`src/rtl/uart_pkg.sv`:
```
// UART shared definitions: FSM state encodings (also used by the
// transmitter), default line timing and a clocks-per-bit helper.
package uart_pkg;

  typedef enum logic [2:0] {
    ST_IDLE   = 3'd0,
    ST_START  = 3'd1,
    ST_DATA   = 3'd2,
    ST_PARITY = 3'd3,
    ST_STOP   = 3'd4
  } uart_state_e;

  localparam int UART_CLK_FREQ  = 10000;
  localparam int UART_BAUD_RATE = 1000;

  function automatic int uart_div(input int clk_freq, input int baud);
    return clk_freq / baud;
  endfunction

endpackage

```
`src/rtl/uart_rx_sync.sv`:
```
// Two-flop synchronizer for the async rx line plus a 1->0 edge detect.
// Flops reset high so an idle line never looks like a start edge.
module uart_rx_sync (
  input  logic clk,
  input  logic reset,
  input  logic rx,
  output logic rx_s,
  output logic fall
);

  logic s1_q, s1_d;
  logic s2_q, s2_d;
  logic prev_q, prev_d;

  always_comb begin
    s1_d   = rx;
    s2_d   = s1_q;
    prev_d = s2_q;
  end

  always_ff @(posedge clk) begin
    if (!reset) begin
      s1_q   <= 1'b1;
      s2_q   <= 1'b1;
      prev_q <= 1'b1;
    end else begin
      s1_q   <= s1_d;
      s2_q   <= s2_d;
      prev_q <= prev_d;
    end
  end

  assign rx_s = s2_q;
  assign fall = prev_q & ~s2_q;

endmodule

```
`src/rtl/uart_rx.sv`:
```
// UART receiver: start/data/[parity]/stop framing with a one-word holding
// register. Define UART_RX_PARITY_EN to expect and check an even parity bit.
module uart_rx
  import uart_pkg::*;
#(
  parameter int CLK_FREQ  = UART_CLK_FREQ,
  parameter int BAUD_RATE = UART_BAUD_RATE,
  parameter int DATA_SIZE = 8
) (
  input  logic       clk,
  input  logic       reset,
  input  logic       rx,
  input  logic       out_ready,
  output logic [9:0] data_out,
  output logic       out_valid,
  output logic       parity_err,
  output logic       frame_err,
  output logic       overrun,
  output logic       busy
);

  localparam int DIV = uart_div(CLK_FREQ, BAUD_RATE);
  localparam int CW  = $clog2(DIV + 1);
  localparam logic [CW-1:0] HALF = CW'(DIV / 2 - 1);
  localparam logic [CW-1:0] FULL = CW'(DIV - 1);
  localparam logic [3:0]    LAST = 4'(DATA_SIZE - 1);

  logic rx_s;
  logic rx_fall;

  uart_rx_sync u_sync (
    .clk   (clk),
    .reset (reset),
    .rx    (rx),
    .rx_s  (rx_s),
    .fall  (rx_fall)
  );

  uart_state_e   state_q, state_d;
  logic [CW-1:0] cnt_q, cnt_d;
  logic [3:0]    bit_q, bit_d;
  logic [9:0]    shift_q, shift_d;
  logic          load;
  logic          stop_bad;

  logic [9:0]    data_q, data_d;
  logic          valid_q, valid_d;
  logic          ferr_q, ferr_d;
  logic          ovr_q, ovr_d;
`ifdef UART_RX_PARITY_EN
  logic          pbad_q, pbad_d;
  logic          perr_q, perr_d;
`endif

  always_comb begin
    state_d  = state_q;
    cnt_d    = cnt_q + 1'b1;
    bit_d    = bit_q;
    shift_d  = shift_q;
    load     = 1'b0;
    stop_bad = 1'b0;
`ifdef UART_RX_PARITY_EN
    pbad_d   = pbad_q;
`endif
    unique case (state_q)
      ST_IDLE: begin
        cnt_d = '0;
        if (rx_fall) state_d = ST_START;
      end
      ST_START: begin
        if (cnt_q == HALF) begin
          cnt_d = '0;
          if (!rx_s) begin
            state_d = ST_DATA;
            bit_d   = '0;
            shift_d = '0;
`ifdef UART_RX_PARITY_EN
            pbad_d  = 1'b0;
`endif
          end else begin
            state_d = ST_IDLE;
          end
        end
      end
      ST_DATA: begin
        if (cnt_q == FULL) begin
          cnt_d          = '0;
          shift_d[bit_q] = rx_s;
          bit_d          = bit_q + 1'b1;
          if (bit_q == LAST) begin
`ifdef UART_RX_PARITY_EN
            state_d = ST_PARITY;
`else
            state_d = ST_STOP;
`endif
          end
        end
      end
`ifdef UART_RX_PARITY_EN
      ST_PARITY: begin
        if (cnt_q == FULL) begin
          cnt_d   = '0;
          pbad_d  = rx_s ^ (^shift_q);
          state_d = ST_STOP;
        end
      end
`endif
      ST_STOP: begin
        if (cnt_q == FULL) begin
          cnt_d    = '0;
          load     = 1'b1;
          stop_bad = ~rx_s;
          state_d  = ST_IDLE;
        end
      end
      default: begin
        cnt_d   = '0;
        state_d = ST_IDLE;
      end
    endcase
  end

  // A finished frame only lands if the slot is empty or drained this edge.
  always_comb begin
    data_d  = data_q;
    valid_d = valid_q;
    ferr_d  = ferr_q;
    ovr_d   = 1'b0;
`ifdef UART_RX_PARITY_EN
    perr_d  = perr_q;
`endif
    if (load) begin
      if (valid_q && !out_ready) begin
        ovr_d = 1'b1;
      end else begin
        data_d  = shift_q;
        valid_d = 1'b1;
        ferr_d  = stop_bad;
`ifdef UART_RX_PARITY_EN
        perr_d  = pbad_q;
`endif
      end
    end else if (valid_q && out_ready) begin
      valid_d = 1'b0;
    end
  end

  always_ff @(posedge clk) begin
    if (!reset) begin
      state_q <= ST_IDLE;
      cnt_q   <= '0;
      bit_q   <= '0;
      shift_q <= '0;
      data_q  <= '0;
      valid_q <= 1'b0;
      ferr_q  <= 1'b0;
      ovr_q   <= 1'b0;
`ifdef UART_RX_PARITY_EN
      pbad_q  <= 1'b0;
      perr_q  <= 1'b0;
`endif
    end else begin
      state_q <= state_d;
      cnt_q   <= cnt_d;
      bit_q   <= bit_d;
      shift_q <= shift_d;
      data_q  <= data_d;
      valid_q <= valid_d;
      ferr_q  <= ferr_d;
      ovr_q   <= ovr_d;
`ifdef UART_RX_PARITY_EN
      pbad_q  <= pbad_d;
      perr_q  <= perr_d;
`endif
    end
  end

  assign data_out  = data_q;
  assign out_valid = valid_q;
  assign frame_err = ferr_q;
  assign overrun   = ovr_q;
  assign busy      = (state_q != ST_IDLE);
`ifdef UART_RX_PARITY_EN
  assign parity_err = perr_q;
`else
  assign parity_err = 1'b0;
`endif

endmodule
```
`config.mk`:
```
export PLATFORM = sky130hd
export DESIGN_NAME = uart_rx
export DESIGN_NICKNAME = d
export VERILOG_FILES = /design/src/rtl/uart_pkg.sv /design/src/rtl/uart_rx_sync.sv /design/src/rtl/uart_rx.sv
export SDC_FILE = /design/constraint.sdc
export NUM_CORES = 1
export LEC_CHECK = 0
export CORE_UTILIZATION = 50
export DETAILED_ROUTE_END_ITERATION = 8
export PLACE_DENSITY = 0.72
export SYNTH_ARGS = -nofsm -noshare
export SYNTH_HDL_FRONTEND = slang
export SYNTH_SLANG_ARGS = --single-unit
```
`constraint.sdc`:
```
create_clock -name clk -period 2.3 [get_ports clk]
set_clock_uncertainty 0.2 [all_clocks]
set_input_delay 0.46 -clock clk [delete_from_list [all_inputs] [get_ports clk]]
set_output_delay 0.46 -clock clk [all_outputs]
set_load 0.01 [all_outputs]
```
==> out/metrics.cfg, run 1 <==
[floorplan]
fp.dieW_um = 61.9
die_area_mm2 = 0.00383
io_pins = 19
num_rows = 21
die_h_um = 61.9
start_util_pct = 52.9
coreArea_mm2 = 0.00339

[global_route]
grt_overflow_total = 0
grt.total_usage_pct = 21.9
grt-busiest-layer = met2
antenna_found_initial = 0
grt_start_max_net_pins = 16
grtUsageMet2_pct = 36.4
grt_pass1_wl_mm = 6.00
grt_pass1_vias = 1370
met3_usage_pct = 5.59
grt_use_met1_pct = 25.8

[timing]
max_freq_ghz = 0.455
maxSlewViolCount = 0
finalSetupViolations = 0
timing_hold_violations_final = 0
fin_tns_setup_ns = 0
fin_crit_sh_pct = 95.6
rsz0062_at_grt = no
fin_crit_ns = 2.20

[finish]
area_growth_pct = 16.4
antenna_cells = 0
stdcell_count = 248
drive_gt1_share_pct = 13.4
finalInstanceArea_mm2 = 0.00209
fillerInstances = 275
layout.nets = 212

[clock_network]
clock-sinks = 37
clkTransAtPathRegs_ns = 0.11
cts_tree = done
cts_hold_buf = 0
cts_buffer_depth = 2
htree_num_levels = 2
clk_latency_ns = 0.34
cts_root_buf = clkbuf_4
cts_buffers = 5

[setup_path]
cp_max_fo = 11
worstRegToRegCells = 6
required_ns = 1.64
cp-end-kind = output pin
cp_data_arrival_time_ns = 1.54
cp-start-kind = register
critical_path_class = register to output pin

[logic_synthesis]
synth_area_per_cell_um2 = 9.80
ys_warn_count = 0
ys_seq_area_share_pct = 41.3
synth-seq-cells = 37
ys_async_sr_fraction_pct = 0
synthCells = 183
synth_edf_count = 0
synthesis.area_mm2 = 0.00179
syn-num-nets = 194
yosysUniqueCellTypes = 47
dominantRegCellSynth = dfxtp_1

[routing]
detail_route.wl_per_cell_um = 14.4
vias = 1421
viasPerCell = 5.73
drt_iter0_drc = 53
dr.pass1.iters = 4
drc = 0
drt-total-wl_mm = 3.57
ant_nets = 0

[worst_hold_path]
hp-class = register to register
holdPathStages = 1

[power]
p_switching_mw = 0.341
combPwrFrac_pct = 12.7
pwr-share-seq_pct = 51.9
p_int_mw = 0.958
powerDensity_mw_per_mm2 = 622
leakagePower_nw = 0.826
p_clk_share_pct = 35.4
peakVddDrop_mv = 0.323
switching_share_pct = 26.3

[placed_design]
post_dp_cell_area_mm2 = 0.00199
dpl.hpwl_mm = 2.56
place_congestion = 0.880
dp_cells = 240
io_buffers = 17

[flow_run]
cap_violations = 0

[outcome]
status = finished clean

## through the flow
step / utilization (%) / hold WS [ns] / setup WS, ns / total power, mW
finish: 61.6 / 0.226 / 0.101 / 1.30
global route: 61.6 / 0.235 / 0.0314 / 1.36
CTS: 61.3 / 0.230 / 0.00558 / 1.30
detailed placement: 58.7 / 0.207 / 0.301 / 0.842
global placement: 58.7 / 0.193 / 0.337 / 0.836
floorplan: - / 0.186 / 0.569 / 0.816
## timing repair
action                     CTS  global route
setup endpoints to repair    1             1
gates resized for setup      1             4
setup buffers                0             0
## layout by cell type (no fill, tap or decap), drive strengths merged, types with 2 or more instances in the layout
cell type	Yosys	routed
a21o	7	7
a21oi	2	2
a311oi	2	2
a32o	10	10
and3	3	3
and3b	2	2
buf	9	7
clkbuf	4	5
clkdlybuf4s50	0	17
dfxtp	37	37
ha	7	7
inv	8	8
mux2i	11	11
nand2	4	4
nand2b	7	7
nand3	12	12
nand3b	2	2
nor2	19	19
nor2b	2	2
nor3	2	2
nor3b	5	5
o211ai	4	4
o21a	2	2
o32ai	2	2
or3b	2	2
xnor2	3	3
## power by group through the flow
stage,logic [mW],registers [mW],clock network [mW]
finish,0.165,0.674,0.460
global route,0.179,0.675,0.501
CTS,0.162,0.669,0.468
detailed placement,0.160,0.683,0
global placement,0.155,0.681,0
floorplan,0.149,0.667,0
## registers in the layout (all words and copies together), names as in the netlist
| name | cells |
|---|---|
| data_out | 10 |
| u_sync.s1_q | 1 |
| cnt_q | 4 |
| overrun | 1 |
| u_sync.rx_s | 1 |
| shift_q | 10 |
| frame_err | 1 |
| state_q | 3 |
| bit_q | 4 |
| out_valid | 1 |
| u_sync.prev_q | 1 |
## Yosys cell counts (all sizes together) (2+ instances only)
| master | count | area (µm²) |
|---|---|---|
| xnor2 | 3 | 26.3 |
| o32ai | 2 | 17.5 |
| mux2i | 11 | 110 |
| a32o | 10 | 100 |
| nor3 | 2 | 10.0 |
| inv | 8 | 30.0 |
| a311oi | 2 | 23.8 |
| a21o | 7 | 52.6 |
| and3 | 3 | 18.8 |
| ha | 7 | 87.6 |
| nand3 | 12 | 60.1 |
| buf | 9 | 68.8 |
| dfxtp | 37 | 741 |
| a21oi | 2 | 13.8 |
| nor2 | 19 | 71.3 |
| nand2 | 4 | 15.0 |
| nand3b | 2 | 15.0 |
| and3b | 2 | 17.5 |
| nor2b | 2 | 12.5 |
| clkbuf | 4 | 16.3 |
| o21a | 2 | 15.0 |
| or3b | 2 | 20.0 |
| nand2b | 7 | 43.8 |
| o211ai | 4 | 30.0 |
| nor3b | 5 | 42.5 |
## cells by family after synthesis
family / after synthesis / share of synthesized area, %
compound gates: 36 / 18.5
xor+xnor: 4 / 1.95
fa+ha+maj: 7 / 4.88
buf+inv: 21 / 6.42
flops: 37 / 41.3
mux: 11 / 6.14
other cells: 1 / 0.209
simple gates: 66 / 20.6
## final timing paths
path	to	slack (ns)	from
setup / recovery	busy	0.10	state_q[1]
hold / removal	u_sync.rx_s	0.23	u_sync.s1_q
setup reg to reg	state_q[1]	0.32	cnt_q[1]
hold reg to reg	u_sync.rx_s	0.23	u_sync.s1_q
## layer usage
layer,vias to the layer above,part of all wire [%]
met2,45,47
li1,699,-
met1,670,46
met4,0,2.0
met5,-,0
met3,7,4.7
## layout make-up
cell class	count	area (µm²)	share of cell area (%)
flip-flops and latches	37	744	35.7
clock buffers	5	37.5	1.80
well taps	46	57.6	2.76
clock inverters	3	46.3	2.22
repair buffers	24	223	10.7
inverters	8	30.0	1.44
multi-input cells	125	950	45.5
## critical path: stages (launching register included)
cell,delay (ns)
dfxtp_2,0.41
nor3_4,0.24
inv_1,0.07
clkdlybuf4s50_1,0.47
(Power assumes the default switching activity.)
==> run 2, diff against run 1 <==
Settings changed: HOLD_SLACK_MARGIN from default to 0.03.
==> results of run 2 <==
Same layout as run 1: the final DEF is identical, and so are final timing and power.
==> run 3, diff against run 2 <==
--- a/config.mk
+++ b/config.mk
@@ -7,4 +7,6 @@
 export LEC_CHECK = 0
+export ABC_AREA = 0
 export CORE_UTILIZATION = 50
 export DETAILED_ROUTE_END_ITERATION = 8
+export GPL_TIMING_DRIVEN = 0
 export HOLD_SLACK_MARGIN = 0.03
==> constraint.sdc (replaced) <==
create_clock -name clk -period 2.3 [get_ports clk]
set_clock_uncertainty 0.2 [all_clocks]
set_input_delay 0.345 -clock clk [delete_from_list [all_inputs] [get_ports clk]]
set_output_delay 0.345 -clock clk [all_outputs]
set_load 0.01 [all_outputs]
==> run 3 against run 2 <==
Against the previous run: total power shrank 4.4%; first-iteration DRC count is 1.9% lower; highest routed layer unchanged; largest power group unchanged; setup slack better by 0.053 ns; register-to-register slack worse by 0.04 ns; flip-flop and latch count did not move; die area stayed put; critical endpoint unchanged; fmax up 2.5%; critical path type unchanged; sequential share of layout area down 0.33 points; sequential power fell by 3.0%.
==> out/metrics.cfg, run 3 (synthesis results as in run 1) <==
[finish]
fillerInstances = 290
final_cell_mix = dfxtp_1, nor2_1, clkdlybuf4s50_1
finalInstanceArea_mm2 = 0.00210
mostFrequentLayoutCell = dfxtp_1
drive_gt1_share_pct = 13.0
stdcell_count = 254
layout.nets = 218
antenna_cells = 0
area_growth_pct = 16.9

[power]
powerDensity_mw_per_mm2 = 592
peakVddDrop_mv = 0.436
leakagePower_nw = 0.839

[placed_design]
io_buffers = 17
dp_cells = 246
post_dp_cell_area_mm2 = 0.00202
place_congestion = 0.905
dpl.hpwl_mm = 2.56

[setup_path]
cp-end-kind = output pin
cp-start-kind = register
crit_chain = buf_6 -> nor3_2 -> inv_1 -> clkdlybuf4s50_1
timing.rr.end = shift_q[5]
critical_path_class = register to output pin
worstRegToRegCells = 6
cpMaxStageDelayCell = clkdlybuf4s50_1
r2r-start = cnt_q[0]
worstSetupEndpoint = busy
critPathMaxStageDelay_ns = 0.47
required_ns = 1.75
r2r_setup_slack_ns = 0.28
cp_max_fo = 10
cp-startpoint = state_q[1]
cp_data_arrival_time_ns = 1.60

[global_route]
grt.total_usage_pct = 21.1
antenna_found_initial = 0
grt_pass1_vias = 1288
grt_start_max_net_pins = 12
grt_overflow_total = 0
grt_pass1_wl_mm = 5.75

[clock_network]
cts_root_buf = clkbuf_4
clkTransAtPathRegs_ns = 0.11
cts_buffers = 5
clock-sinks = 37
cts_tree = done
clk_latency_ns = 0.35
htree_num_levels = 2
cts_buffer_depth = 2

[timing]
fin_tns_setup_ns = 0
holdWs_ns = 0.223
finalSetupViolations = 0
max_freq_ghz = 0.466
fin_crit_ns = 2.15
maxSlewViolCount = 0
slew-limit-headroom_pct = 63.8
timing_hold_violations_final = 0
rsz0062_at_grt = no
fin_crit_sh_pct = 93.3
worst_pin_slew_ns = 0.542

[outcome]
status = finished clean

[routing]
drc = 0
drt_iter0_drc = 52
dr.pass1.iters = 4
drt-total-wl_mm = 3.46
viasPerCell = 5.59
vias = 1420
ant_nets = 0
detail_route.wl_per_cell_um = 13.6

[worst_hold_path]
hp-class = register to register

[floorplan]
coreArea_mm2 = 0.00339
io_pins = 19
die_h_um = 61.9
die_area_mm2 = 0.00383
fp.dieW_um = 61.9
start_util_pct = 52.9
num_rows = 21

[flow_run]
cap_violations = 0

## run 3: cell types whose count changed in the layout (fill, tap and decap cells not counted), moves of 2 or more
cell / delta
buf_2: +4
clkbuf_1: +3
clkbuf_8: +2
dfxtp_2: -3
buf_4: -5
dfxtp_1: +3
buf_6: +3
## run 3: per-stage QoR
step                      power [mW]  utilization [%]  setup slack [ns]
after floorplan                0.816                -             0.569
after global placement         0.858             59.7             0.293
after detailed placement       0.866             59.7             0.281
after CTS                       1.25             61.7            0.0594
after global routing            1.30             61.9            0.0671
final                           1.24             61.9             0.154
## run 3: final cells by class
cell class	instances	area [µm²]	share of cell area [%]
Buffer	13	85.1	4.06
Clock inverter	1	5.00	0.239
Clock buffer	7	65.1	3.10
Sequential cell	37	741	35.3
Multi-Input combinational cell	125	943	45.0
Inverter	8	30.0	1.43
Tap cell	46	57.6	2.74
Timing Repair Buffer	17	170	8.11
## run 3: report_power, final
group	leakage [nW]	switching, mW	internal, mW
registers	0.299	0.00439	0.650
clock network	0.0413	0.207	0.177
logic	0.499	0.113	0.0902
total	0.839	0.325	0.917
## run 3: worst min path at each step
stage | from | endpoint | slack (ns) | depth (start not counted)
3_3_place_gp | u_sync.s1_q | u_sync.rx_s | 0.19 | 1
2_1_floorplan | u_sync.s1_q | u_sync.rx_s | 0.19 | 1
3_5_place_dp | u_sync.s1_q | u_sync.rx_s | 0.20 | 1
4_1_cts | u_sync.s1_q | u_sync.rx_s | 0.23 | 1
5_1_grt | u_sync.s1_q | u_sync.rx_s | 0.24 | 1
6_report | u_sync.s1_q | u_sync.rx_s | 0.22 | 1
## run 3: routing by layer
layer  vias up  track usage, %  share of wire [%]
met3         7            6.83                4.4
met4         0            8.25                1.6
met2        36            33.5                 47
li1        708               -                  -
met1       669            26.7                 47
met5         -               0                  0
## run 3: critical path: cells and delay by family, from the launching register on
kind                   cells  cell delay [ns]
and+or+nand+nor            1             0.25
DFF                        1             0.33
buffers and inverters      3             0.68
## run 3: what timing repair did
item | in CTS | in global routing
endpoints found under the hold margin | 0 | 0
resized for setup | 0 | 1
buffers inserted | 0 | 0
setup endpoints to repair | 0 | 1
hold buffers | 0 | 0
